### src/rtl/tx_seq_pkg.sv
// Shared types and helpers for the TX filter input sequencer.
// Imported by the sequencer top and its strobe generator.
package tx_seq_pkg;

    typedef enum logic [1:0] {
        IDLE  = 2'd0,
        RUN   = 2'd1,
        FLUSH = 2'd2
    } state_t;

    typedef enum logic {
        STREAM  = 1'b0,
        IMPULSE = 1'b1
    } mode_t;

    localparam int SAMP_W = 18;
    localparam int UF_W   = 16;

    // Bits needed to hold 0..n-1; never less than one bit.
    function automatic int clog2_min1(input int n);
        int w;
        w = 1;
        while ((1 << w) < n) begin
            w = w + 1;
        end
        return w;
    endfunction

endpackage

### src/rtl/tx_samp_stb_gen.sv
// Sample-rate strobe and symbol phase generator for the TX filter sequencer.
// div_cnt divides the clock by CLK_DIV; phase counts samples within a symbol.
module tx_samp_stb_gen
    import tx_seq_pkg::*;
#(
    parameter int OSR     = 4,
    parameter int CLK_DIV = 1,
    localparam int PH_W   = clog2_min1(OSR)
) (
    input  logic            clk,
    input  logic            reset,
    input  logic            en,
    input  logic            clr,
    output logic            samp_stb,
    output logic [PH_W-1:0] phase
);

    localparam int              DV_W    = clog2_min1(CLK_DIV);
    localparam logic [DV_W-1:0] DV_LAST = DV_W'(CLK_DIV - 1);
    localparam logic [PH_W-1:0] PH_LAST = PH_W'(OSR - 1);

    logic [DV_W-1:0] div_cnt;

    assign samp_stb = en && (div_cnt == DV_LAST);

    always_ff @(posedge clk) begin
        if (reset || clr) begin
            div_cnt <= '0;
            phase   <= '0;
        end else if (en) begin
            div_cnt <= (div_cnt == DV_LAST) ? '0 : div_cnt + DV_W'(1);
            if (samp_stb) begin
                phase <= (phase == PH_LAST) ? '0 : phase + PH_W'(1);
            end
        end
    end

endmodule

### src/rtl/tx_filt_seq.sv
// Sequencer feeding the TX pulse-shaping filter: zero-stuffed upsampling of
// handshaked symbols, a built-in impulse source, and a zero flush after stop.
module tx_filt_seq
    import tx_seq_pkg::*;
#(
    parameter int                      WIDTH       = SAMP_W,
    parameter int                      OSR         = 4,
    parameter int                      CLK_DIV     = 1,
    parameter int                      FLUSH_LEN   = 32,
    parameter logic signed [WIDTH-1:0] IMPULSE_VAL = 18'sd131071
) (
    input  logic                    clk,
    input  logic                    reset,
    input  logic                    start,
    input  logic                    stop,
    input  logic                    mode,
    input  logic signed [WIDTH-1:0] sym_data,
    input  logic                    sym_valid,
    output logic                    sym_ready,
    output logic signed [WIDTH-1:0] x_out,
    output logic                    x_valid,
    output logic                    busy,
    output logic                    done,
    output logic [UF_W-1:0]         underflow_cnt,
    output state_t                  state
);

    localparam int              PH_W   = clog2_min1(OSR);
    localparam int              FL_W   = clog2_min1(FLUSH_LEN + 1);
    localparam logic [FL_W-1:0] FL_LEN = FL_W'(FLUSH_LEN);
    localparam logic [FL_W-1:0] FL_ONE = FL_W'(1);
    localparam logic [UF_W-1:0] UF_MAX = '1;

    state_t          state_nxt;
    mode_t           run_mode;
    logic            imp_first;
    logic [FL_W-1:0] flush_cnt;
    logic            samp_stb;
    logic [PH_W-1:0] phase;

    logic take_start;
    logic run_emit;
    logic flush_stb;
    logic flush_last;
    logic stream_slot;
    logic emit;

    tx_samp_stb_gen #(
        .OSR     (OSR),
        .CLK_DIV (CLK_DIV)
    ) u_stb (
        .clk      (clk),
        .reset    (reset),
        .en       (state != IDLE),
        .clr      (state == IDLE),
        .samp_stb (samp_stb),
        .phase    (phase)
    );

    // A stop in RUN swallows the strobe it coincides with: no sample, no symbol.
    assign take_start  = (state == IDLE) && start;
    assign run_emit    = (state == RUN) && samp_stb && !stop;
    assign flush_stb   = (state == FLUSH) && samp_stb;
    assign flush_last  = flush_stb && (flush_cnt == FL_ONE);
    assign stream_slot = run_emit && (run_mode == STREAM) && (phase == '0);
    assign emit        = run_emit || flush_stb;

    always_ff @(posedge clk) begin
        if (reset) begin
            state <= IDLE;
        end else begin
            state <= state_nxt;
        end
    end

    always_comb begin
        state_nxt = state;
        unique case (state)
            IDLE:    if (start) state_nxt = RUN;
            RUN:     if (stop) state_nxt = FLUSH;
            FLUSH:   if (flush_last) state_nxt = IDLE;
            default: state_nxt = IDLE;
        endcase
    end

    // sym_ready never looks at sym_valid, so the source may wait on it freely.
    always_comb begin
        sym_ready = 1'b0;
        busy      = 1'b0;
        case (state)
            RUN: begin
                busy      = 1'b1;
                sym_ready = stream_slot;
            end
            FLUSH:   busy = 1'b1;
            default: ;
        endcase
    end

    always_ff @(posedge clk) begin
        if (reset) begin
            run_mode      <= STREAM;
            imp_first     <= 1'b0;
            flush_cnt     <= '0;
            x_out         <= '0;
            x_valid       <= 1'b0;
            done          <= 1'b0;
            underflow_cnt <= '0;
        end else begin
            x_valid <= emit;
            done    <= flush_last;

            if (take_start) begin
                run_mode  <= mode_t'(mode);
                imp_first <= 1'b1;
            end else if (run_emit || state != RUN) begin
                imp_first <= 1'b0;
            end

            if ((state == RUN) && stop) begin
                flush_cnt <= FL_LEN;
            end else if (flush_stb) begin
                flush_cnt <= flush_cnt - FL_W'(1);
            end

            if (take_start) begin
                underflow_cnt <= '0;
            end else if (stream_slot && !sym_valid && underflow_cnt != UF_MAX) begin
                underflow_cnt <= underflow_cnt + UF_W'(1);
            end

            // x_out only moves together with x_valid, except the return to 0 in IDLE.
            if (run_emit) begin
                if (run_mode == IMPULSE) begin
                    x_out <= imp_first ? IMPULSE_VAL : '0;
                end else if (phase == '0 && sym_valid) begin
                    x_out <= sym_data;
                end else begin
                    x_out <= '0;
                end
            end else if (flush_stb || state == IDLE) begin
                x_out <= '0;
            end
        end
    end

endmodule

### config.mk
export PLATFORM = sky130hd
export DESIGN_NAME = tx_filt_seq
export DESIGN_NICKNAME = d
export VERILOG_FILES = /design/src/rtl/tx_seq_pkg.sv /design/src/rtl/tx_samp_stb_gen.sv /design/src/rtl/tx_filt_seq.sv
export SDC_FILE = /design/constraint.sdc
export NUM_CORES = 1
export LEC_CHECK = 0
export CAP_MARGIN = 20
export CORE_MARGIN = 5
export CORE_UTILIZATION = 30
export DETAILED_ROUTE_END_ITERATION = 10
export DONT_BUFFER_PORTS = 1
export PLACE_DENSITY_LB_ADDON = 0.3
export SLEW_MARGIN = 10
export SYNTH_ARGS = -nofsm -noshare
export SYNTH_HDL_FRONTEND = slang
export SYNTH_SLANG_ARGS = --single-unit
### constraint.sdc
create_clock -name clk -period 4.2 [get_ports clk]
set_input_delay 0.21 -clock clk [delete_from_list [all_inputs] [get_ports clk]]
set_output_delay 0.21 -clock clk [all_outputs]
set_load 0.005 [all_outputs]
==> reports/metrics.csv <==
stage;metric;value;unit
status;outcome;complete, no violations;
grt;track_usage;0.114;
floorplanning;die_x;98.0;um
setup_path;worstPathArrival;2840;ps
placement;dp_hpwl;4.00;mm
logic_synthesis;synth_top_area_cell;dfxtp_1;
route;firstDrtPassIters;4;
layout;nNetsFinal;296;
layout;areaGrowthSynthToFinish;8.62;%
sta;rsz0062_at_grt;no;
logic_synthesis;synth-seq-area-share;0.414;
logic_synthesis;synth_edf_count;0;
setup_path;cp_max_fo;7;
grt;grt-ovfl-total;0;
setup_path;critPathMaxStageDelay;870;ps
placement;dp.cells;355;
sta;finalSetupTns;0;ps
layout;seq_area;961;um2
sta;hold_violations;0;
sta;slew_violations;0;
sta;period_needed;2600;ps
floorplanning;initial_core_util;0.304;
sta;timing.fmax;0.384;GHz
logic_synthesis;synth_area;2320;um2
grt;first_global_vias;1831;
sta;fin_crit_sh;0.620;
floorplanning;coreArea;7650;um2
route;drt_iter0_drc;75;
logic_synthesis;synth_top_family_by_area;simple AND/OR/NAND/NOR gates;
cts;clk_path_buf_depth;2;
grt;antenna_found_initial;0;
cts;cts.repair.resized;0;
logic_synthesis;synth_compound_gate_area_share;0.186;
setup_path;end_kind;register;
cts;clk-insertion-delay-late;300;ps
route;totalWireLength;5.57;mm
placement;io_buffer_count;0;
logic_synthesis;syn_avg_cell_area;8.73;um2
power_and_ir_drop;p_leak;0.000818;uW
setup_path;start_kind;register;
logic_synthesis;synth_flop_cell;dfxtp_1;
worst_hold_path;hp-class;in2reg;
layout;diodes;0;
logic_synthesis;synth_fa_ha_area_frac;0.0539;
layout;drive_gt1_frac;0.0532;
logic_synthesis;ys_types;39;
layout;stdcell_count;365;
cts;post-cts-setup-buffer-count;0;
logic_synthesis;synth-simple-area-share;0.241;
logic_synthesis;syn_nets;300;
route;vias;1902;
cts;clock-sinks;48;
logic_synthesis;yosysWarningCount;0;
layout;fill_cells;797;
flow_run;maxCapViolations;0;
logic_synthesis;synthTopCellsByArea;dfxtp_1 41%, a21oi_1 6.9%, a2bb2oi_1 6.4%;
grt;grt_max_degree;27;
logic_synthesis;synth.top_cell.area_share;0.414;
sta;max_slew.worst_pin.slew;960;ps
logic_synthesis;async_flop_share;0;
layout;final_common_cell;dfxtp_1;
logic_synthesis;syn_inst;266;
layout;multi_input_area;1260;um2
sta;finalClockSkew;10.4;ps
placement;gp_congestion;0.722;
logic_synthesis;synth-xor-area-share;0.0188;
cts;cts-root-buf;clkbuf_8;
route;route.detailed.drc;0;
setup_path;worstPathRequired;4440;ps
cts;tritoncts;done;
setup_path;crit_chain;inv_1, ha_1, nor4bb_2, nand3_1, or4_1, a21oi_1;
floorplanning;dieArea;9600;um2
route;viasPerCell;5.21;
grt;grt_pass1_wl;9.26;mm
cts;clk_pin_slew;100;ps
logic_synthesis;synth-seq-cells;48;
route;wl_per_cell;15.3;um
setup_path;path_class;reg2reg;
cts;cts_buffers;5;
floorplanning;row_count;32;
route;antenna_left;0;
logic_synthesis;synth.area.mux_share;0.0388;
setup_path;slowest_stage;nor4bb_2;
sta;setup_viol;0;
floorplanning;ios;64;
sta;max_slew_margin;0.351;
power_and_ir_drop;power.density;380;nW/um2
cts;ctsHoldBuffers;1;
cts;cts_max_level;2;
power_and_ir_drop;max-vdd-ir-drop;0.162;mV
floorplanning;die_h;98.0;um
layout;mostFrequentLayoutCells;48 x dfxtp_1, 32 x a21oi_1, 25 x nor2_1;
[metal layers]
metal	global-route usage	vias to the layer above	wire [um]
li1	-	954	-
met1	0.144	897	2480
met2	0.178	45	2500
met3	0.0564	6	554
met4	0.0224	0	36
met5	0	-	0
[stage by stage]
stage | utilization | area (um2) | setup slack [ps] | total power (uW) | hold WS (ps)
final | 0.330 | 2520 | 1600 | 959 | 59.9
after global routing | 0.330 | 2520 | 1320 | 1020 | 62.1
after CTS | 0.329 | 2510 | 1600 | 970 | 46.6
after detailed placement | 0.315 | 2410 | 1620 | 673 | 285
after global placement | 0.315 | 2410 | 1670 | 669 | 282
after floorplan | - | 2320 | 2330 | 642 | 369
[power breakdown]
group	internal (uW)	switching (uW)	total [uW]
Combinational	76.0	97.6	174
Sequential	475	22.2	497
Clock	118	169	288
Total	670	289	959
[logic make-up after synthesis]
logic type                 Yosys count
muxes                                9
and+or+nand+nor                    100
adders and majority gates           10
DFF                                 48
xor gates and xnor gates             5
AOI/OAI and AO/OA                   66
buffers and inverters               28
[critical path, delay by kind of cell, from the launching register on]
family | cells | cell delay (ps)
buffers and inverters | 1 | 110
AO/OA/AOI/OAI | 1 | 150
flip-flops | 1 | 370
AND/OR/NAND/NOR | 3 | 1660
adder cells (fa/ha/maj) | 1 | 240
[cell type report]
class                      count  area share
multi-input combinational    190       0.498
sequential                    48       0.381
tap                          102      0.0506
clock buffer                   5      0.0273
inverter                      13      0.0193
timing repair buffer           4      0.0144
clock inverter                 3     0.00942
[worst paths after layout]
| check | from | end | slack (ps) | cells after the start |
|---|---|---|---|---|
| worst max-delay path | state[1]$_SDFFE_PP0P_ | underflow_cnt[6]$_SDFFE_PP0P_ | 1600 | 6 |
| worst min-delay path | stop | flush_cnt[5]$_SDFFE_PP0P_ | 60 | 2 |
| worst max register to register | state[1]$_SDFFE_PP0P_ | underflow_cnt[6]$_SDFFE_PP0P_ | 1600 | 6 |
| worst min register to register | flush_cnt[5]$_SDFFE_PP0P_ | done$_SDFF_PP0_ | 440 | 1 |
[registers in the layout (all words and copies together) (netlist names)]
signal         count
flush_cnt          6
x_out             18
imp_first          1
done               1
u_stb.phase        2
underflow_cnt     16
state              2
run_mode           1
x_valid            1
[cells in the mapped netlist (2+ instances only)]
cell type and count:
dfxtp_1 48, a21oi_1 32, nor2_1 25, a2bb2oi_1 17
nand2_1 17, inv_1 13, nand2b_1 11, nand3_1 11
ha_1 10, clkbuf_1 9, mux2i_1 9, nand4_1 6
and4_1 5, o31ai_1 5, a211oi_1 4, or4_1 4
xnor2_1 4, buf_1 3, nor3_1 3, nor4_1 3
nor4bb_1 3, buf_2 2, nor2b_1 2, nor4b_1 2
o21ai_0 2, o41ai_1 2, or3_1 2
Note: power is estimated with default switching activity, not from simulation.
